===== config.mk =====
export PLATFORM = sky130hd
export DESIGN_NAME = fix_csum_ctrl
export DESIGN_NICKNAME = d
export VERILOG_FILES = /design/src/rtl/fix_pkg.sv /design/src/rtl/fix_csum_acc.sv /design/src/rtl/fix_csum_ctrl.sv
export SDC_FILE = /design/constraint.sdc
export NUM_CORES = 1
export LEC_CHECK = 0
export ABC_AREA = 1
export CAP_MARGIN = 20
export CORE_ASPECT_RATIO = 2
export CORE_UTILIZATION = 24
export DETAILED_ROUTE_END_ITERATION = 8
export PLACE_DENSITY_LB_ADDON = 0.15
export RECOVER_POWER = 25
export SYNTH_ARGS = -nofsm -noshare
export SYNTH_HDL_FRONTEND = slang
export SYNTH_SLANG_ARGS = --single-unit

===== constraint.sdc =====
create_clock -name clk -period 2.9 [get_ports clk]
set_input_delay 0.58 -clock clk [delete_from_list [all_inputs] [get_ports clk]]
set_output_delay 0.58 -clock clk [all_outputs]
set_load 0.02 [all_outputs]

===== src/rtl/fix_pkg.sv =====
// Shared types and ASCII constants for the FIX checksum-trailer checker.
package fix_pkg;

  typedef enum logic [2:0] {
    IDLE = 3'd0,
    BODY = 3'd1,
    T1   = 3'd2,
    T0   = 3'd3,
    TEQ  = 3'd4,
    DIG  = 3'd5,
    TERM = 3'd6,
    CMP  = 3'd7
  } state_e;

  typedef enum logic [1:0] {
    ERR_NONE     = 2'b00,
    ERR_MISMATCH = 2'b01,
    ERR_FORMAT   = 2'b10,
    ERR_LENGTH   = 2'b11
  } err_e;

  localparam logic [7:0] ASCII_SOH = 8'h01;
  localparam logic [7:0] ASCII_8   = 8'h38;
  localparam logic [7:0] ASCII_1   = 8'h31;
  localparam logic [7:0] ASCII_0   = 8'h30;
  localparam logic [7:0] ASCII_EQ  = 8'h3D;

  function automatic logic is_digit(input logic [7:0] b);
    return (b >= 8'h30) && (b <= 8'h39);
  endfunction

endpackage


===== src/rtl/fix_csum_acc.sv =====
// Running mod-256 byte sum plus the snapshot taken at each candidate trailer SOH.
module fix_csum_acc
  import fix_pkg::*;
(
  input  logic       clk,
  input  logic       rst,
  input  logic       clr,
  input  logic       add,
  input  logic       snap,
  input  logic [7:0] data,
  output logic [7:0] snap_sum
);

  logic [7:0] sum_r;
  logic [7:0] snap_r;
  logic [7:0] sum_add_s;

  // clr restarts the sum, so a clr+add loads the new byte directly
  always_comb begin
    sum_add_s = (clr ? 8'h00 : sum_r) + data;
  end

  // Sum and snapshot registers; the snapshot includes the byte being added
  always_ff @(posedge clk) begin
    if (rst) begin
      sum_r  <= 8'h00;
      snap_r <= 8'h00;
    end else begin
      if (add) begin
        sum_r <= sum_add_s;
      end else if (clr) begin
        sum_r <= 8'h00;
      end else begin
        sum_r <= sum_r;
      end
      if (snap) begin
        snap_r <= sum_add_s;
      end else if (clr) begin
        snap_r <= 8'h00;
      end else begin
        snap_r <= snap_r;
      end
    end
  end

  assign snap_sum = snap_r;

endmodule


===== src/rtl/fix_csum_ctrl.sv =====
// FIX message checksum checker: finds SOH "10=ddd" SOH and compares against the byte sum.
// Optional statistics counters are built when FIX_CSUM_STATS_EN is defined.
module fix_csum_ctrl
  import fix_pkg::*;
#(
  parameter int MAX_MSG_LEN = 4096,
  parameter int LEN_W       = 13
) (
  input  logic        clk,
  input  logic        rst,
  input  logic [7:0]  data_i,
  input  logic        valid_i,
  output logic        ready_o,
  output logic        done_o,
  output logic        ok_o,
  output logic [1:0]  err_o,
  output logic [7:0]  csum_calc_o,
  output logic [7:0]  csum_rx_o,
  output logic [15:0] msg_cnt_o,
  output logic [15:0] err_cnt_o
);

  state_e            state_r, state_s;
  logic [LEN_W-1:0]  len_r, len_s;
  logic [9:0]        value_r, value_s;
  logic [1:0]        dig_r, dig_s;
  logic              ready_r, done_r, ok_r;
  err_e              err_r;
  logic [7:0]        csum_calc_r, csum_rx_r;

  logic              accept_s, in_msg_s, len_hit_s;
  logic              acc_clr_s, acc_add_s, acc_snap_s;
  logic              fin_s, ok_s;
  err_e              err_s;
  logic [7:0]        snap_sum_s;

  assign accept_s  = valid_i && ready_r;
  assign in_msg_s  = (state_r != IDLE) && (state_r != TERM) && (state_r != CMP);
  assign len_hit_s = (len_r + LEN_W'(1)) == LEN_W'(MAX_MSG_LEN);

  fix_csum_acc u_acc (
    .clk      (clk),
    .rst      (rst),
    .clr      (acc_clr_s),
    .add      (acc_add_s),
    .snap     (acc_snap_s),
    .data     (data_i),
    .snap_sum (snap_sum_s)
  );

  // Next-state, accumulator controls and completion decision
  always_comb begin
    state_s    = state_r;
    len_s      = len_r;
    value_s    = value_r;
    dig_s      = dig_r;
    acc_clr_s  = 1'b0;
    acc_add_s  = 1'b0;
    acc_snap_s = 1'b0;
    fin_s      = 1'b0;
    ok_s       = 1'b0;
    err_s      = ERR_NONE;
    if (!accept_s) begin
      state_s = (state_r == CMP) ? IDLE : state_r;
    end else if (in_msg_s && len_hit_s) begin
      fin_s   = 1'b1;
      err_s   = ERR_LENGTH;
      state_s = IDLE;
    end else begin
      len_s     = len_r + LEN_W'(1);
      acc_add_s = (state_r != IDLE);
      case (state_r)
        IDLE: begin
          if (data_i == ASCII_8) begin
            state_s   = BODY;
            acc_clr_s = 1'b1;
            acc_add_s = 1'b1;
            len_s     = LEN_W'(1);
          end else begin
            len_s = len_r;
          end
        end
        BODY, T1, T0, TEQ: begin
          // SOH anywhere restarts the trailer match with a fresh snapshot
          if (data_i == ASCII_SOH) begin
            acc_snap_s = 1'b1;
            state_s    = T1;
          end else if (state_r == T1 && data_i == ASCII_1) begin
            state_s = T0;
          end else if (state_r == T0 && data_i == ASCII_0) begin
            state_s = TEQ;
          end else if (state_r == TEQ && data_i == ASCII_EQ) begin
            state_s = DIG;
            value_s = 10'd0;
            dig_s   = 2'd0;
          end else begin
            state_s = BODY;
          end
        end
        DIG: begin
          if (is_digit(data_i)) begin
            value_s = (value_r * 10'd10) + {6'd0, data_i[3:0]};
            dig_s   = dig_r + 2'd1;
            state_s = (dig_r == 2'd2) ? TERM : DIG;
          end else begin
            fin_s   = 1'b1;
            err_s   = ERR_FORMAT;
            state_s = IDLE;
          end
        end
        TERM: begin
          fin_s = 1'b1;
          if (data_i == ASCII_SOH && value_r <= 10'd255) begin
            ok_s    = (snap_sum_s == value_r[7:0]);
            err_s   = ok_s ? ERR_NONE : ERR_MISMATCH;
            state_s = CMP;
          end else begin
            err_s   = ERR_FORMAT;
            state_s = IDLE;
          end
        end
        default: begin
          state_s = IDLE;
        end
      endcase
    end
  end

  // FSM state register
  always_ff @(posedge clk) begin
    if (rst) begin
      state_r <= IDLE;
    end else begin
      state_r <= state_s;
    end
  end

  // Datapath and registered outputs; result fields hold until the next completion
  always_ff @(posedge clk) begin
    if (rst) begin
      len_r       <= '0;
      value_r     <= 10'd0;
      dig_r       <= 2'd0;
      ready_r     <= 1'b1;
      done_r      <= 1'b0;
      ok_r        <= 1'b0;
      err_r       <= ERR_NONE;
      csum_calc_r <= 8'h00;
      csum_rx_r   <= 8'h00;
    end else begin
      len_r   <= len_s;
      value_r <= value_s;
      dig_r   <= dig_s;
      ready_r <= (state_s != CMP);
      done_r  <= fin_s;
      if (fin_s) begin
        ok_r        <= ok_s;
        err_r       <= err_s;
        csum_calc_r <= snap_sum_s;
        csum_rx_r   <= value_r[7:0];
      end else begin
        ok_r <= ok_r;
      end
    end
  end

  assign ready_o     = ready_r;
  assign done_o      = done_r;
  assign ok_o        = ok_r;
  assign err_o       = err_r;
  assign csum_calc_o = csum_calc_r;
  assign csum_rx_o   = csum_rx_r;

`ifdef FIX_CSUM_STATS_EN
  logic [15:0] msg_cnt_r, err_cnt_r;

  // Saturating message and error counters
  always_ff @(posedge clk) begin
    if (rst) begin
      msg_cnt_r <= 16'h0000;
      err_cnt_r <= 16'h0000;
    end else begin
      if (done_r && msg_cnt_r != 16'hFFFF) begin
        msg_cnt_r <= msg_cnt_r + 16'd1;
      end else begin
        msg_cnt_r <= msg_cnt_r;
      end
      if (done_r && !ok_r && err_cnt_r != 16'hFFFF) begin
        err_cnt_r <= err_cnt_r + 16'd1;
      end else begin
        err_cnt_r <= err_cnt_r;
      end
    end
  end

  assign msg_cnt_o = msg_cnt_r;
  assign err_cnt_o = err_cnt_r;
`else
  assign msg_cnt_o = 16'h0000;
  assign err_cnt_o = 16'h0000;
`endif

endmodule


==> results of run 1 <==
-- stage by stage --
stage                     setup TNS, ps  setup WS, ps  utilization (%)  hold slack (ps)
after floorplan                       0          65.2                -              454
after global placement            -2850          -356             28.4              465
after detailed placement          -3340          -389             28.4              470
after CTS                             0          7.38             30.3              485
after global routing              -35.2         -31.8             31.1              504
final                                 0           124             31.1              472
-- tightest hold or removal path, cell delays in order (launching register included) --
cell and delay (ps):
dfxtp_1 320, a21oi_1 40, nor2_1 80
-- cell families (layout without fill, tap and decap cells) --
logic type | Yosys count | in the layout | synth area share (%)
AOI/OAI and AO/OA | 80 | 80 | 9.34
xor gates and xnor gates | 13 | 13 | 2.55
adders and majority gates | 26 | 26 | 7.78
buffers and inverters | 132 | 180 | 14.3
DFF | 65 | 65 | 29.1
other | 1 | 32 | 0.0838
and+or+nand+nor | 375 | 375 | 36.9
-- final cells by class --
cell class / instances / area share (%)
Multi-Input combinational cell: 526 / 48.3
Clock buffer: 12 / 4.32
Clock inverter: 3 / 1.14
Inverter: 74 / 4.87
Timing Repair Buffer: 91 / 13.8
Tap cell: 216 / 4.74
Sequential cell: 65 / 22.8
-- layout by cell type (no fill, tap or decap), types with 20 or more instances in the layout --
| cell type | synthesis | final |
|---|---|---|
| nand3_1 | 60 | 56 |
| a21oi_1 | 60 | 54 |
| dfxtp_1 | 65 | 65 |
| nand4_1 | 30 | 30 |
| conb_1 | 1 | 32 |
| inv_1 | 70 | 68 |
| ha_1 | 23 | 20 |
| dlygate4sd3_1 | 0 | 21 |
| nor2_1 | 84 | 81 |
| nand2_1 | 178 | 175 |
| buf_4 | 36 | 57 |
-- power breakdown --
| part | internal, W | switching (W) |
|---|---|---|
| registers | 0.000894 | 0.000000268 |
| logic | 0.0000530 | 0.000120 |
| clock network | 0.000770 | 0.000402 |
| total | 0.00172 | 0.000523 |
-- per-layer routing --
| metal | GRT usage (%) | vias to the layer above |
|---|---|---|
| met5 | 0 | - |
| met4 | 6.36 | 0 |
| met3 | 2.11 | 16 |
| met2 | 30.6 | 68 |
| met1 | 14.1 | 2128 |
| li1 | - | 2320 |
-- state kept, by name (all words and copies together) (netlist names) --
name,flops
ready_o,1
csum_rx_o,8
err_o,2
dig_r,2
state_r,3
done_o,1
csum_calc_o,8
ok_o,1
u_acc.snap_sum,8
len_r,13
u_acc.sum_r,8
value_r,10
-- final timing paths --
path	to	slack (ps)	cells after the start
min	csum_rx_o[5]	470	2
max reg2reg	value_r[9]	380	10
min reg2reg	csum_rx_o[5]	470	2
max	u_acc.sum_r[5]	120	19
-- what timing repair did --
| item | CTS | global route |
|---|---|---|
| gates resized for setup | 5 | 27 |
| setup endpoints to repair | 3 | 11 |
| gates cloned | 0 | 1 |
| pin swaps | 4 | 10 |
| setup buffers | 4 | 5 |
==> metrics.txt, run 1 <==
cell family with most CP delay buffers and inverters; diode count 0; max-cap viol count 0; die width 98.5 um; maximum root-to-sink buffer count 2; post-route clock period utilization 95.7%; Inst Count DP 962; maximum vdd ir drop 250 uV; Setup-failing EPs final 0; pwr dens 393 nW/um2; Crit Path Max Fanout 5; CTS tree yes; Avg WL per Cell 13.8 um; Starting Density 24.4%; WL met2 7.99 mm; synth cell count leaders 178 x nand2_1, 84 x nor2_1, 70 x inv_1, 65 x dfxtp_1; mean post-synth cell area 6.46 um2; Iter 0 DRT Violations 157; CTS buffer count 9; Crit Path Class input port to flip-flop; Routed WL 13.6 mm; largest cells by area after synthesis dfxtp_1 29%, nand2_1 15%, nor2_1 7.0%, a21oi_1 6.7%, nand3_1 6.7%; #FFs+latches synth 65; uppermost routed layer met4; initial antenna violation count 0; wl on met1 5.03 mm; violated checks design-rule violations; WL met3 272 um; post-synthesis cell count 692; core area 18300 um2; DIE AREA 19200 um2; Total GRT Usage 14.9%; Post-Layout Inst Area 5700 um2; area growth from synthesis to layout 27.4%; placed cell area 5200 um2; Setup crit end kind flip-flop; I/O Buffers 31; I/O pin count 64; multi-input logic area 2750 um2; hold crit path type flip-flop to flip-flop; Slew HR 54.1%; vias in the first global route 4493; root buf cell clkbuf_16; Vias/cell 4.59; clock period minus worst slack 2780 ps; post-synth top area cell dfxtp_1; clk slew on worst S/H paths 60 ps; CP startpoint data_i[2]; GRT overflow 0; run status finished with violations; Syn. warnings 0; Post-synth EDFFs 0; largest net degree at the start of global routing 63; Slew Limit Fails 0; Worst EP required 3130 ps; Skew-Pair Late Insertion Delay 340 ps; die span in y 195 um; # fillers 2036; fmax 0.360 GHz; Synth Flop Type dfxtp_1; hold path start csum_rx_o[5]; total power draw 0.00224 W; total number of vias 4532; max incr delay on CP 500 ps; RD Place Congestion 0.856; count of buffer and inverter cells on the critical path 6; global-route wire length before repair 22.1 mm; Finished Layout Cells 987; Syn Std Cell Area 4470 um2; DRC viols 5; DR pass1 iterations 8; FF+latch area 1300 um2; Lkg Pwr 2.70 nW; Final Skew 6.60 ps; HPWL after DPL 10.5 mm; arrival time worst endpoint 3010 ps; crit-path cells clkdlybuf4s50_1 -> inv_2 -> nand3_4 -> nor2_4 -> nand3_4 -> buf_6 -> nand2_2 -> inv_2 -> buf_4 -> ha_1 -> nand3_2 -> nand2_2 -> nand2_1 -> nand2_1 -> a21oi_2 -> xnor2_2 -> buf_4 -> nor2_1 -> nor2_1; Seq/Total Area, Yosys 29.1%; worst slew pin tran 688 ps; crit start category input port; top-count cell post-synth nand2_1; Synth top area share 29.1%; R2R Path Start value_r[1]; Core Rows 70; Yosys cell types 33; Slowest-stage cell, CP clkdlybuf4s50_1; Post-synth ARST share 0%; Final #Nets 804; clock sink count 65; antenna viol nets, final 0; Final Hold Fails 0; number of hold buffers added after CTS 0; Max H-tree Level 3; share of layout cells above drive strength 1 14.1%
No activity file was read; power rests on OpenSTA's default activity.
==> run 2: changes to the inputs <==
--- a/config.mk
+++ b/config.mk
@@ -5,7 +5,6 @@
 export SDC_FILE = /design/constraint.sdc
 export NUM_CORES = 1
 export LEC_CHECK = 0
-export ABC_AREA = 1
 export CAP_MARGIN = 20
 export CORE_ASPECT_RATIO = 2
 export CORE_UTILIZATION = 24
==> metrics.txt, run 2 <==
core area 17800 um2 (-2.8%); clock period minus worst slack 2740 ps (-37.2 ps); RD Place Congestion 0.833 (-2.7%); top-count cell post-synth nand2_1; Post-Layout Inst Area 5750 um2 (+0.86%); Syn. warnings 0 (unchanged); worst slack at placement -890 ps (-501 ps); wl on met1 5.20 mm (+3.6%); count of buffer and inverter cells on the critical path 4 (-2); pwr dens 362 nW/um2 (-7.8%); root buf cell clkbuf_16; largest net degree at the start of global routing 55 (-13%); mean post-synth cell area 8.32 um2 (+29%); hold crit path type flip-flop to flip-flop; Largest regs len_r: 13 flops, value_r: 10 flops; Seq/Total Area, Yosys 29.7% (+0.60 points); diode count 0 (unchanged); Crit Path Class input port to flip-flop; Setup-failing EPs final 0 (unchanged); most frequent cells in the layout 79 x buf_4, 74 x nand2_1, 62 x dfxtp_1; synth cell count leaders 74 x nand2_1, 65 x dfxtp_1, 38 x mux2i_1, 33 x buf_4; I/O Buffers 31 (unchanged); Yosys cell types 65 (+97%); final core occ 32.3% (+1.2 points); run status completed; max-cap viol count 0 (unchanged); fmax 0.365 GHz (+1.4%); max FFs per register 13 (unchanged); Finished Layout Cells 839 (-15%); max incr delay on CP 280 ps (-220 ps); post-synth top area cell dfxtp_1; R2R setup slack 170 ps (-210 ps); Final Hold Fails 0 (unchanged); # fillers 1882 (-7.6%); Worst EP required 3100 ps (-30 ps); placed cell area 5320 um2 (+2.3%); cell family with most CP delay simple AND/OR/NAND/NOR gates; Synth top area share 29.7% (+0.60 points); initial antenna violation count 0 (unchanged); Avg WL per Cell 16.8 um (+22%); Slew HR 54.3% (+0.19 points); global-route wire length before repair 22.3 mm (+1.1%); Core Rows 69 (-1.4%); commonest non-fill, non-tap cell in the layout buf_4; share of layout cells above drive strength 1 22.8% (+8.7 points); Final Skew 9.53 ps (+2.93 ps); WL met2 7.94 mm (-0.69%); crit start category input port; Syn Std Cell Area 4380 um2 (-2.0%); largest cells by area after synthesis dfxtp_1 30%, mux2i_1 8.7%, ha_1 6.6%, nand2_1 6.3%, buf_4 5.7%; CTS buffer count 9 (unchanged); post-synthesis cell count 527 (-24%); Vias/cell 4.88 (+6.2%); Lkg Pwr 2.42 nW (-10%); Slowest-stage cell, CP nor4_2; clock sink count 65 (unchanged); RSZ-0062 raised after global routing false; worst slew pin tran 683 ps (-4.99 ps); CTS tree yes; total number of vias 4093 (-9.7%); Total GRT Usage 15.5% (+0.63 points); WL met3 337 um (+24%); Max H-tree Level 3 (unchanged); Top cell by count, worst path buf_4; die width 97.6 um (-0.99%); Crit Path Max Fanout 3 (-2); GRT overflow 0 (unchanged); uppermost routed layer met4; area growth from synthesis to layout 31.1%; DR pass1 iterations 4 (-4); DRC viols 0 (-5); multi-input logic area 2950 um2 (+7.0%); vias in the first global route 4167 (-7.3%); crit-path cells clkdlybuf4s15_2 -> nor4b_4 -> nand4_1 -> buf_4 -> buf_4 -> and2_4 -> ha_4 -> a21o_1 -> a21oi_2 -> o21bai_1 -> buf_4 -> nor4_4 -> nor4_2 -> mux2i_1; Final #Nets 658 (-18%); die span in y 193 um (-1.0%); maximum vdd ir drop 273 uV (+8.9%); Starting Density 24.6% (+0.21 points); fin worst setup slack 161 ps (+37.2 ps); DIE AREA 18800 um2 (-2.0%); clk slew on worst S/H paths 60 ps (about the same); I/O pin count 64 (unchanged); FF+latch area 1310 um2 (+0.29%); hold_ws 455 ps (-17.9 ps); Post-synth ARST share 0% (unchanged); HPWL after DPL 10.9 mm (+3.7%); Inst Count DP 817 (-15%); Setup crit end kind flip-flop; Skew-Pair Late Insertion Delay 350 ps (about the same); #FFs+latches synth 65 (unchanged); Routed WL 14.1 mm (+3.8%); arrival time worst endpoint 2940 ps (-70 ps); Post-synth EDFFs 0 (unchanged); Most flops, register len_r; Slew Limit Fails 0 (unchanged); post-route clock period utilization 94.4% (-1.3 points); Iter 0 DRT Violations 199 (+27%); maximum root-to-sink buffer count 2 (unchanged); antenna viol nets, final 0 (unchanged); Synth Flop Type dfxtp_1
## run 2: layout make-up
class / instances / share of cell area, %
sequential: 65 / 22.7
clock inverter: 7 / 0.805
tap: 213 / 4.64
inverter: 12 / 0.784
multi-input combinational: 421 / 51.3
timing repair buffer: 112 / 15.9
clock buffer: 9 / 3.92
## run 2: layer usage
layer,GRT usage (%),vias to the layer above
met2,30.1,99
met1,15.4,1953
met5,0,-
met3,2.05,30
li1,-,2011
met4,9.39,0
## run 2: worst register-to-register path, delay by kind of cell, from the launching register on
family / cells / cell delay (ps)
DFF: 1 / 330
AOI/OAI and AO/OA: 3 / 500
adders and majority gates: 3 / 800
buffers and inverters: 1 / 50
xor gates and xnor gates: 1 / 170
and+or+nand+nor: 2 / 770
## run 2: final timing paths
path                  endpoint  depth (start not counted)           start
min             csum_calc_o[7]                          2  csum_calc_o[7]
max reg2reg         value_r[9]                         10      value_r[3]
max          u_acc.snap_sum[6]                         14       data_i[2]
min reg2reg     csum_calc_o[7]                          2  csum_calc_o[7]
## run 2: repair_timing
action,CTS,global route
pin swaps,12,12
setup endpoints to repair,14,11
gates resized for setup,33,22
hold buffers,0,0
setup buffers,5,1
## run 2: logic make-up after synthesis
kind of cell	Yosys count	share of synthesized area, %
xor gates and xnor gates	24	4.80
DFF	65	29.7
other	1	0.0856
and+or+nand+nor	204	23.8
AOI/OAI and AO/OA	94	14.7
adders and majority gates	26	7.94
muxes	41	9.62
buffers and inverters	72	9.42
## run 2: stage by stage
| step | setup TNS (ps) | total power [W] |
|---|---|---|
| finish | 0 | 0.00208 |
| detailed placement | -10770 | 0.00108 |
| global placement | -10130 | 0.00108 |
| floorplan | 0 | 0.00104 |
| global route | 0 | 0.00217 |
| CTS | -1.72 | 0.00212 |
## run 2: report_power, final
| part | switching [W] | total [W] | leakage (nW) | internal [W] |
|---|---|---|---|---|
| Clock | 0.000443 | 0.00102 | 0.128 | 0.000576 |
| Combinational | 0.000117 | 0.000169 | 1.77 | 0.0000522 |
| Sequential | 0.000000173 | 0.000893 | 0.525 | 0.000893 |
